===== config.mk =====
export PLATFORM = sky130hd
export DESIGN_NAME = aibcr3pnr_dll_lock_fsm_flat
export DESIGN_NICKNAME = d
export VERILOG_FILES = /design/src/rtl/aibcr3pnr_dll_lock_fsm_pkg.sv /design/src/rtl/aibcr3pnr_dll_lock_fsm_if.sv /design/src/rtl/aibcr3pnr_dll_lock_fsm.sv /design/src/flat_wrapper.sv
export SDC_FILE = /design/constraint.sdc
export NUM_CORES = 1
export LEC_CHECK = 0
export BUFFER_PORTS_ARGS = -buffer_cell sky130_fd_sc_hd__clkbuf_2
export CAP_MARGIN = 40
export CORE_ASPECT_RATIO = 0.8
export CORE_MARGIN = 5
export CORE_UTILIZATION = 55
export DETAILED_ROUTE_END_ITERATION = 6
export GPL_TIMING_DRIVEN = 0
export PLACE_DENSITY = 0.75
export SYNTH_ARGS = -nofsm -noshare
export SYNTH_HDL_FRONTEND = slang
export SYNTH_SLANG_ARGS = --single-unit

===== constraint.sdc =====
create_clock -name clk -period 5 [get_ports clk]
set_input_delay 0.5 -clock clk [delete_from_list [all_inputs] [get_ports clk]]
set_output_delay 0.5 -clock clk [all_outputs]
set_load 0.03 [all_outputs]

===== src/rtl/aibcr3pnr_dll_lock_fsm_pkg.sv =====
// Shared definitions for the DLL lock controller: state encoding,
// default parameter values and phase-detector direction constants.
package aibcr3pnr_dll_pkg;

  typedef enum logic [2:0] {
    ST_IDLE   = 3'd0,
    ST_SETTLE = 3'd1,
    ST_SAMPLE = 3'd2,
    ST_STEP   = 3'd3,
    ST_LOCKED = 3'd4,
    ST_ERR    = 3'd5,
    ST_OVRD   = 3'd6
  } dll_state_e;

  localparam int DEF_CODE_W     = 10;
  localparam int DEF_CODE_INIT  = 512;
  localparam int DEF_SETTLE_CYC = 8;
  localparam int DEF_LOCK_CNT   = 4;
  localparam int DEF_LOSS_CNT   = 4;

  localparam logic DIR_UP = 1'b1;
  localparam logic DIR_DN = 1'b0;

  // Reversal counter saturates instead of wrapping.
  function automatic logic [3:0] sat_inc4(input logic [3:0] v);
    return (v == 4'hF) ? v : v + 4'd1;
  endfunction

endpackage


===== src/rtl/aibcr3pnr_dll_lock_fsm_if.sv =====
// Control/observe bundle between the DLL lock controller and its environment.
// The master drives PD and register bits; the slave returns code and status.
interface aibcr3pnr_dll_lock_fsm_if
  import aibcr3pnr_dll_pkg::*;
#(
  parameter int CODE_W = DEF_CODE_W
);

  logic              pd_up;
  logic              track_en;
  logic              rb_code_ovrd_en;
  logic [CODE_W-1:0] rb_code_ovrd;
  logic [CODE_W-1:0] dll_code;
  logic              dll_lock;
  logic              dll_err;
  logic [2:0]        dll_state;

  modport master (
    output pd_up, track_en, rb_code_ovrd_en, rb_code_ovrd,
    input  dll_code, dll_lock, dll_err, dll_state
  );

  modport slave (
    input  pd_up, track_en, rb_code_ovrd_en, rb_code_ovrd,
    output dll_code, dll_lock, dll_err, dll_state
  );

endinterface


===== src/rtl/aibcr3pnr_dll_lock_fsm.sv =====
// DLL delay-code acquisition/tracking controller: steps the code from PD
// samples, declares lock after sustained dithering and flags range overflow.
module aibcr3pnr_dll_lock_fsm
  import aibcr3pnr_dll_pkg::*;
#(
  parameter int CODE_W     = DEF_CODE_W,
  parameter int CODE_INIT  = DEF_CODE_INIT,
  parameter int SETTLE_CYC = DEF_SETTLE_CYC,
  parameter int LOCK_CNT   = DEF_LOCK_CNT,
  parameter int LOSS_CNT   = DEF_LOSS_CNT
) (
  input  logic                     clk,
  input  logic                     rst_n,
  aibcr3pnr_dll_lock_fsm_if.slave  bus
);

  localparam logic [CODE_W-1:0] CODE_RST    = CODE_W'(CODE_INIT);
  localparam logic [CODE_W-1:0] CODE_ONE    = CODE_W'(1);
  localparam logic [CODE_W-1:0] CODE_MAX    = {CODE_W{1'b1}};
  localparam logic [7:0]        SETTLE_LAST = 8'(SETTLE_CYC - 1);
  localparam logic [3:0]        LOCK_LIM    = 4'(LOCK_CNT);
  localparam logic [3:0]        LOSS_LIM    = 4'(LOSS_CNT);

  dll_state_e        state_q, state_d;
  logic [7:0]        settle_q, settle_d;
  logic              dir_n_q, dir_n_d;
  logic              prev_dir_q, prev_dir_d;
  logic              prev_vld_q, prev_vld_d;
  logic [3:0]        rev_q, rev_d;
  logic [3:0]        loss_q, loss_d;
  logic              trk_q, trk_d;
  logic [CODE_W-1:0] code_q, code_d, acq_code_d;
  logic              lock_q, lock_d;
  logic              err_q, err_d;

  logic              hit_bound;
  logic              is_rev;
  logic [3:0]        rev_upd;

  always_ff @(posedge clk) begin
    if (!rst_n) begin
      state_q    <= ST_IDLE;
      settle_q   <= '0;
      dir_n_q    <= DIR_DN;
      prev_dir_q <= DIR_DN;
      prev_vld_q <= 1'b0;
      rev_q      <= '0;
      loss_q     <= '0;
      trk_q      <= 1'b0;
      code_q     <= CODE_RST;
      lock_q     <= 1'b0;
      err_q      <= 1'b0;
    end else begin
      state_q    <= state_d;
      settle_q   <= settle_d;
      dir_n_q    <= dir_n_d;
      prev_dir_q <= prev_dir_d;
      prev_vld_q <= prev_vld_d;
      rev_q      <= rev_d;
      loss_q     <= loss_d;
      trk_q      <= trk_d;
      code_q     <= code_d;
      lock_q     <= lock_d;
      err_q      <= err_d;
    end
  end

  always_comb begin
    state_d    = state_q;
    settle_d   = settle_q;
    dir_n_d    = dir_n_q;
    prev_dir_d = prev_dir_q;
    prev_vld_d = prev_vld_q;
    rev_d      = rev_q;
    loss_d     = loss_q;
    trk_d      = trk_q;
    lock_d     = lock_q;
    err_d      = err_q;
    acq_code_d = code_q;
    hit_bound  = 1'b0;
    is_rev     = 1'b0;
    rev_upd    = 4'd0;

    unique case (state_q)
      ST_IDLE: begin
        if (bus.rb_code_ovrd_en) begin
          state_d = ST_OVRD;
        end else begin
          state_d  = ST_SETTLE;
          settle_d = '0;
        end
      end

      ST_SETTLE: begin
        if (settle_q == SETTLE_LAST) begin
          state_d = ST_SAMPLE;
        end else begin
          settle_d = settle_q + 8'd1;
        end
      end

      ST_SAMPLE: begin
        dir_n_d = bus.pd_up;
        state_d = ST_STEP;
      end

      // Range check wins over both the lock decision and lock loss.
      ST_STEP: begin
        hit_bound = (dir_n_q == DIR_UP) ? (code_q == CODE_MAX) : (code_q == '0);
        is_rev    = prev_vld_q && (dir_n_q != prev_dir_q);
        rev_upd   = is_rev ? sat_inc4(rev_q) : 4'd0;
        if (hit_bound) begin
          state_d = ST_ERR;
          lock_d  = 1'b0;
          err_d   = 1'b1;
        end else begin
          acq_code_d = (dir_n_q == DIR_UP) ? code_q + CODE_ONE : code_q - CODE_ONE;
          prev_dir_d = dir_n_q;
          prev_vld_d = 1'b1;
          rev_d      = rev_upd;
          settle_d   = '0;
          if (trk_q) begin
            if (is_rev) begin
              loss_d  = '0;
              state_d = ST_LOCKED;
            end else if (loss_q + 4'd1 == LOSS_LIM) begin
              // Lost lock: restart acquisition from the current code.
              lock_d     = 1'b0;
              rev_d      = '0;
              loss_d     = '0;
              prev_vld_d = 1'b0;
              trk_d      = 1'b0;
              state_d    = ST_SETTLE;
            end else begin
              loss_d  = loss_q + 4'd1;
              state_d = ST_LOCKED;
            end
          end else if (rev_upd == LOCK_LIM) begin
            state_d = ST_LOCKED;
            lock_d  = 1'b1;
            loss_d  = '0;
          end else begin
            state_d = ST_SETTLE;
          end
        end
      end

      ST_LOCKED: begin
        if (bus.track_en) begin
          state_d  = ST_SETTLE;
          settle_d = '0;
          trk_d    = 1'b1;
        end
      end

      ST_ERR: begin
        lock_d = 1'b0;
      end

      ST_OVRD: begin
        lock_d = 1'b1;
      end

      default: begin
        state_d = ST_IDLE;
      end
    endcase
  end

  assign code_d = (state_q == ST_OVRD) ? bus.rb_code_ovrd : acq_code_d;

  assign bus.dll_code  = code_q;
  assign bus.dll_lock  = lock_q;
  assign bus.dll_err   = err_q;
  assign bus.dll_state = state_q;

endmodule

===== src/flat_wrapper.sv =====
// flat-port wrapper written by rule: the top's interface ports become plain ports
module aibcr3pnr_dll_lock_fsm_flat import aibcr3pnr_dll_pkg::*;
#(
  parameter int CODE_W     = DEF_CODE_W,
  parameter int CODE_INIT  = DEF_CODE_INIT,
  parameter int SETTLE_CYC = DEF_SETTLE_CYC,
  parameter int LOCK_CNT   = DEF_LOCK_CNT,
  parameter int LOSS_CNT   = DEF_LOSS_CNT
)
  (clk, rst_n, bus_pd_up, bus_track_en, bus_rb_code_ovrd_en, bus_rb_code_ovrd, bus_dll_code, bus_dll_lock, bus_dll_err, bus_dll_state);
  aibcr3pnr_dll_lock_fsm_if #(.CODE_W(CODE_W)) bus_i ();
  input  logic clk;
  input  logic rst_n;
  input wire logic [$bits(bus_i.pd_up)-1:0] bus_pd_up;
  input wire logic [$bits(bus_i.track_en)-1:0] bus_track_en;
  input wire logic [$bits(bus_i.rb_code_ovrd_en)-1:0] bus_rb_code_ovrd_en;
  input wire logic [$bits(bus_i.rb_code_ovrd)-1:0] bus_rb_code_ovrd;
  output wire logic [$bits(bus_i.dll_code)-1:0] bus_dll_code;
  output wire logic [$bits(bus_i.dll_lock)-1:0] bus_dll_lock;
  output wire logic [$bits(bus_i.dll_err)-1:0] bus_dll_err;
  output wire logic [$bits(bus_i.dll_state)-1:0] bus_dll_state;
  assign bus_i.pd_up = bus_pd_up;
  assign bus_i.track_en = bus_track_en;
  assign bus_i.rb_code_ovrd_en = bus_rb_code_ovrd_en;
  assign bus_i.rb_code_ovrd = bus_rb_code_ovrd;
  assign bus_dll_code = bus_i.dll_code;
  assign bus_dll_lock = bus_i.dll_lock;
  assign bus_dll_err = bus_i.dll_err;
  assign bus_dll_state = bus_i.dll_state;
  aibcr3pnr_dll_lock_fsm #(.CODE_W(CODE_W), .CODE_INIT(CODE_INIT), .SETTLE_CYC(SETTLE_CYC), .LOCK_CNT(LOCK_CNT), .LOSS_CNT(LOSS_CNT)) u_core (.clk(clk), .rst_n(rst_n), .bus(bus_i));
endmodule

==> results of run 1 <==
-- cell type report --
class	instances	area [um2]
sequential	35	701
inverter	7	26.3
clock inverter	2	35.0
fill	388	1470
multi-input combinational	242	1530
timing repair buffer	29	145
buffer	10	43.8
clock buffer	6	82.6
tap	57	71.3
-- cells in the mapped netlist, drive strengths merged (3+ instances only) --
library cell,n
xor2,6
dfxtp,35
buf,6
nand3b,5
nand4,4
o21ai,18
and2,3
nor2,33
a21o,5
a22oi,5
nand3,14
clkbuf,4
a211oi,3
and3,4
or3,6
nor3,10
or2,3
inv,7
a21oi,31
nand2,27
a31oi,3
ha,12
o21bai,3
nand2b,3
nor2b,6
-- per-layer routing --
metal / up-vias / GRT usage [%] / routed length [um]
met2: 62 / 30.9 / 2390
met1: 1069 / 33.9 / 3030
met5: - / 0 / 0
li1: 1162 / - / -
met4: 0 / 5.60 / 58
met3: 8 / 5.20 / 332
-- metrics by stage --
stage | worst slack, ns | hold slack [ns] | total power, uW
after floorplan | 2.66 | 0.444 | 564
after global placement | 2.33 | 0.452 | 633
after detailed placement | 2.37 | 0.463 | 635
after CTS | 2.35 | 0.436 | 903
after global routing | 2.15 | 0.440 | 958
final | 2.31 | 0.442 | 902
-- worst reg2reg max path: cells and delay by family (launching register included) --
family,cells,cell delay (ns)
compound gates,4,1.13
simple gates,2,0.27
buf+inv,1,0.28
fa+ha+maj,1,0.47
flops,1,0.47
-- where the power goes --
| part | internal, uW | switching, uW |
|---|---|---|
| Combinational | 121 | 191 |
| Sequential | 297 | 26.7 |
| Clock | 161 | 104 |
| Total | 579 | 322 |
-- logic make-up after synthesis --
family                   share of synthesized area [%]
AO/OA/AOI/OAI                                     26.4
XOR/XNOR                                          3.05
adder cells (fa/ha/maj)                           7.41
buffers and inverters                             3.05
flip-flops                                        30.5
multiplexers                                     0.871
AND/OR/NAND/NOR                                   28.8
-- state kept, by name, summed over array words and instances (netlist names) --
signal,cells
u_core.trk_q,1
u_core.loss_q,4
u_core.bus.dll_state,3
u_core.bus.dll_err,1
u_core.bus.dll_code,10
u_core.settle_q,8
u_core.bus.dll_lock,1
u_core.prev_vld_q,1
u_core.dir_n_q,1
u_core.rev_q,4
u_core.prev_dir_q,1
-- worst paths after layout --
path,startpoint,endpoint,cells after the start
max,u_core.dir_n_q$_SDFFE_PN0N_,u_core.bus.dll_code[8]$_SDFFE_PN0P_,8
min,bus_rb_code_ovrd[5],u_core.bus.dll_code[5]$_SDFFE_PN0P_,3
max reg2reg,u_core.dir_n_q$_SDFFE_PN0N_,u_core.bus.dll_code[8]$_SDFFE_PN0P_,8
min reg2reg,u_core.prev_dir_q$_SDFFE_PN0P_,u_core.prev_dir_q$_SDFFE_PN0P_,2
==> qor.csv, run 1 <==
stage,metric,value,unit
run_status,status,"complete, no violations",
grt,grt_pass1_wl,9.43,mm
floorplanning,start_util,56.0,%
floorplanning,fp.coreArea,4100,um2
yosys,synth_edf_count,0,
floorplanning,die_h,67.8,um
sta,hold_viol,0,
finish,nNetsFinal,358,
finish,fin_cells,388,
clock_tree,h-tree-depth,2,
routing,ant_nets,0,
grt,grt_pass1_vias,1975,
yosys,synth.distinct_cells,56,
hold_path,hp-class,primary input to register,
routing,drc,0,
yosys,ys_seq_elements,35,
yosys,synth_ff_type,dfxtp_1,
finish,postLayoutCoreUtil,64.2,%
sta,slew_violations,0,
clock_tree,clk_pin_slew,0.07,ns
yosys,ys_top_cells_by_area,"dfxtp_1, a21oi_1, ha_1",
floorplanning,dieArea,5580,um2
finish,layout-drive-gt1-share,15.4,%
yosys,synth_top_area_share,30.5,%
clock_tree,ctsHoldBuffers,0,
floorplanning,io-pin-count,30,
critical_path,worstPathMaxFanout,13,
finish,diodes,0,
clock_tree,root_buffer,clkbuf_8,
sta,finClkSkew,0.00614,ns
sta,worstMarginPinSlew,0.656,ns
routing,drt_pass1_iterations,4,
yosys,synth_top_area_cell,dfxtp_1,
place,dpl_cell_area,2510,um2
clock_tree,cts_made_buffers,5,
critical_path,slowest_delay,0.50,ns
clock_tree,cts_buffer_depth,2,
critical_path,cpLargestDelayFamily,compound AO/OA/AOI/OAI gates,
clock_tree,cts_setup_buffers,0,
finish,layout_common_cells,"dfxtp_1, nor2_1, a21oi_1",
critical_path,crit_type,register to register,
critical_path,crit_path_start_kind,register,
routing,wl_per_cell,15.0,um
yosys,syn_inst,294,
floorplanning,rows,21,
finish,final_cell_area,2630,um2
place,dpl.hpwl,4.30,mm
place,dp_cells,380,
grt,grt.overflow.total,0,
sta,fin_setup_tns,0,ns
sta,setup_viol,0,
clock_tree,cts_tree,yes,
critical_path,reg2reg_slack,2.31,ns
yosys,yosysWarningCount,0,
grt,grtUsageTotal,22.2,%
critical_path,critPathBufInv,1,
critical_path,arrival,2.91,ns
place,numPortBuffers,29,
sta,fin_crit_sh,53.8,%
yosys,synth.net_count,322,
critical_path,path_cells,inv_1 > fa_1 > a21o_1 > a211o_1 > a2111oi_0 > nor3_1 > nand3b_1 > a21oi_1,
grt,grt_max_degree,14,
run,maxCapViolCount,0,
power_and_ir_drop,p_leak,0.00105,uW
place,globalplace.congestion,0.811,
routing,routed_wl,5.81,mm
finish,area_growth,14.5,%
yosys,synth.yosys.seq_area_share,30.5,%
sta,fmax,0.372,GHz
power_and_ir_drop,cellPowerDensity,343,nW/um2
yosys,syn_avg_cell_area,7.81,um2
clock_tree,insertion_delay,0.29,ns
routing,vias,2301,
sta,relSlewSlack,56.2,%
power_and_ir_drop,vdd_drop_max,0.000198,V
sta,period_needed,2.69,ns
routing,viasPerCell,5.93,
critical_path,cp_slowest_cell,a2111oi_0,
sta,rsz0062_at_grt,false,
clock_tree,cts_num_sinks,35,
floorplanning,die_x,82.3,um
finish,final_common_cell,dfxtp_1,
grt,antenna_found_initial,0,
yosys,synth-async-reset-ratio,0,%
routing,drt_iter0_markers,172,
critical_path,critPathCaptureType,register,
critical_path,cp.required,5.22,ns
clock_tree,cts_resized,0,
yosys,syn-cell-area,2300,um2
Note: power is estimated with default switching activity, not from simulation.
==> run 2: changes to the inputs <==
--- a/config.mk
+++ b/config.mk
@@ -5,11 +5,12 @@
 export SDC_FILE = /design/constraint.sdc
 export NUM_CORES = 1
 export LEC_CHECK = 0
+export ABC_AREA = 1
 export BUFFER_PORTS_ARGS = -buffer_cell sky130_fd_sc_hd__clkbuf_2
 export CAP_MARGIN = 40
 export CORE_ASPECT_RATIO = 0.8
 export CORE_MARGIN = 5
-export CORE_UTILIZATION = 55
+export CORE_UTILIZATION = 52
 export DETAILED_ROUTE_END_ITERATION = 6
 export GPL_TIMING_DRIVEN = 0
 export PLACE_DENSITY = 0.75
==> constraint.sdc (replaced) <==
create_clock -name clk -period 2.4 [get_ports clk]
set_input_delay 0.24 -clock clk [delete_from_list [all_inputs] [get_ports clk]]
set_output_delay 0.24 -clock clk [all_outputs]
set_load 0.03 [all_outputs]
==> run 2 against run 1 <==
  * Maximum frequency grew 26%
  * Worst hold slack lost 0.27 ns
  * Critical path depth grew 1
  * Worst setup slack lost 2.0 ns
  * Register-to-register slack lost 2.0 ns
  * Global-route usage shrank 2.8 points
  * Clock-buffer cell count is the same
  * Via count grew 4.7%
  * Wire length shrank 1.1%
  * Critical path type unchanged
==> qor.csv, run 2 <==
stage,metric,value,unit,change
finish,final_common_cell,nand2_1,,was dfxtp_1
critical_path,crit_type,register to register,,unchanged
critical_path,worstPathMaxFanout,11,,was 13
yosys,syn_avg_cell_area,6.53,um2,was 7.81 um2
floorplanning,die_x,85.4,um,was 82.3 um
run_status,status,"complete, no violations",,unchanged
yosys,synth.most_common_cell,nand2_1,,was dfxtp_1
sta,setup_viol,0,,unchanged
sta,worstMarginPinSlew,0.651,ns,was 0.656 ns
grt,grtUsageTotal,19.4,%,was 22.2%
sta,fmax,0.470,GHz,was 0.372 GHz
finish,multi_input_area,1450,um2,was 1530 um2
sta,fin_setup_tns,0,ns,unchanged
clock_tree,cts_made_buffers,5,,unchanged
floorplanning,fp.coreArea,4490,um2,was 4100 um2
finish,area_growth,13.0,%,was 14.5%
grt,grt.overflow.total,0,,unchanged
yosys,yosysWarningCount,0,,unchanged
yosys,synth.net_count,390,,was 322
clock_tree,cts_resized,0,,unchanged
finish,layout-drive-gt1-share,15.1,%,was 15.4%
yosys,synth.yosys.seq_area_share,29.7,%,was 30.5%
place,numPortBuffers,29,,unchanged
critical_path,critPathCaptureType,register,,unchanged
finish,layout.area.seq,701,um2,unchanged
clock_tree,ctsHoldBuffers,0,,unchanged
sta,hold_viol,0,,unchanged
finish,postLayoutCoreUtil,59.5,%,was 64.2%
clock_tree,clk_pin_slew,0.07,ns,about the same
routing,drt_iter0_markers,184,,was 172
yosys,synth.distinct_cells,34,,was 56
yosys,ys_seq_elements,35,,unchanged
sta,setup_slack,0.270,ns,was 2.31 ns
hold_path,hp-class,primary input to register,,unchanged
floorplanning,io-pin-count,30,,unchanged
routing,ant_nets,0,,unchanged
sta,slew_violations,0,,unchanged
sta,relSlewSlack,56.6,%,was 56.2%
critical_path,cp.required,2.56,ns,was 5.22 ns
routing,drt_pass1_iterations,5,,was 4
finish,largest_register_ffs,10,,unchanged
yosys,synth-async-reset-ratio,0,%,unchanged
yosys,syn-cell-area,2360,um2,was 2300 um2
finish,layout_common_cells,"nand2_1, inv_1, nor2_1",,"was dfxtp_1, nor2_1, a21oi_1"
finish,nNetsFinal,426,,was 358
power_and_ir_drop,cellPowerDensity,1050,nW/um2,was 343 nW/um2
routing,wl_per_cell,12.6,um,was 15.0 um
sta,finClkSkew,0.00659,ns,was 0.00614 ns
critical_path,arrival,2.29,ns,was 2.91 ns
yosys,ys_top_cells_by_area,"dfxtp_1, nand2_1, a21oi_1",,"was dfxtp_1, a21oi_1, ha_1"
clock_tree,cts_setup_buffers,0,,unchanged
finish,fill_cells,471,,was 388
routing,viasPerCell,5.26,,was 5.93
place,globalplace.congestion,0.885,,was 0.811
floorplanning,dieArea,6000,um2,was 5580 um2
sta,rsz0062_at_grt,false,,unchanged
grt,grt_max_degree,12,,was 14
finish,diodes,0,,unchanged
yosys,yosys-top-cells-count,"nand2_1, inv_1, nor2_1",,"was dfxtp_1, nor2_1, a21oi_1"
yosys,synth_top_area_cell,dfxtp_1,,unchanged
grt,antenna_found_initial,0,,unchanged
clock_tree,cts_num_sinks,35,,unchanged
grt,grt_pass1_vias,2128,,was 1975
routing,routed_wl,5.75,mm,was 5.81 mm
clock_tree,cts_buffer_depth,2,,unchanged
clock_tree,cts_tree,yes,,unchanged
place,dpl.hpwl,4.32,mm,was 4.30 mm
floorplanning,rows,22,,was 21
floorplanning,die_h,70.3,um,was 67.8 um
critical_path,crit_path_start_kind,register,,unchanged
routing,drc,0,,unchanged
yosys,synth_ff_type,dfxtp_1,,unchanged
run,maxCapViolCount,0,,unchanged
yosys,synth_top_area_share,29.7,%,was 30.5%
routing,vias,2408,,was 2301
grt,grt_pass1_wl,9.53,mm,was 9.43 mm
power_and_ir_drop,vdd_drop_max,0.000659,V,was 0.000198 V
clock_tree,insertion_delay,0.29,ns,about the same
clock_tree,root_buffer,clkbuf_8,,unchanged
sta,period_needed,2.13,ns,was 2.69 ns
floorplanning,start_util,52.6,%,was 56.0%
sta,fin_crit_sh,88.7,%,was 53.8%
yosys,synth_edf_count,0,,unchanged
clock_tree,h-tree-depth,2,,unchanged
place,preCtsSetupSlack,0.283,ns,was 2.37 ns
power_and_ir_drop,p_leak,0.00123,uW,was 0.00105 uW
yosys,syn_inst,362,,was 294
## run 2: final cells by class
type,instances,share of cell area [%]
plain buffers,6,1.31
clock buffers,6,3.09
clock inverters,1,0.187
inverters,46,6.47
multi-input cells,275,54.5
flip-flops and latches,35,26.2
well taps,60,2.81
repair buffers,29,5.44
## run 2: logic make-up after synthesis
kind of cell | Yosys count | share of synthesized area (%)
AO/OA/AOI/OAI | 68 | 15.5
adder cells (fa/ha/maj) | 13 | 7.20
XOR/XNOR | 7 | 2.60
flip-flops | 35 | 29.7
AND/OR/NAND/NOR | 187 | 36.2
buffers and inverters | 52 | 8.79
## run 2: report_power, final
part	internal, uW	switching [uW]	total, uW
Clock	225	217	442
Sequential	692	140	832
Combinational	533	1000	1530
## run 2: path summary, 6_finish.rpt
| check | endpoint | startpoint | cells past startpoint | slack (ns) |
|---|---|---|---|---|
| hold / removal | u_core.bus.dll_code[9]$_SDFFE_PN1P_ | bus_rb_code_ovrd[9] | 3 | 0.17 |
| setup reg to reg | u_core.bus.dll_code[7]$_SDFFE_PN0P_ | u_core.dir_n_q$_SDFFE_PN0N_ | 9 | 0.27 |
| setup / recovery | u_core.bus.dll_code[7]$_SDFFE_PN0P_ | u_core.dir_n_q$_SDFFE_PN0N_ | 9 | 0.27 |
| hold reg to reg | u_core.bus.dll_err$_SDFFE_PN0P_ | u_core.bus.dll_err$_SDFFE_PN0P_ | 2 | 0.47 |
## run 2: metrics by stage
| stage | hold slack [ns] | power (uW) | instance area (um2) | cells |
|---|---|---|---|---|
| 2_1_floorplan | 0.372 | 2020 | 2360 | 362 |
| 3_3_place_gp | 0.463 | 2330 | 2580 | 451 |
| 3_5_place_dp | 0.459 | 2350 | 2580 | 451 |
| 4_1_cts | 0.170 | 2800 | 2670 | 458 |
| 5_1_grt | 0.171 | 3070 | 2670 | 458 |
| 6_report | 0.169 | 2810 | 2670 | 458 |
## run 2: critical path: stages, from the launching register on
cell     delay [ns]
dfxtp_1        0.34
inv_1          0.32
ha_1           0.37
a21oi_1        0.23
nand2_1        0.12
inv_1          0.08
o31ai_1        0.08
or2_2          0.28
a21oi_1        0.14
nor2_1         0.05
## run 2: routing by layer
layer	vias to the layer above	GRT usage, %	wire [um]
met3	7	5.07	332
met5	-	0	0
met1	1077	27.5	2910
li1	1258	-	-
met4	0	4.22	57
met2	66	29.6	2450
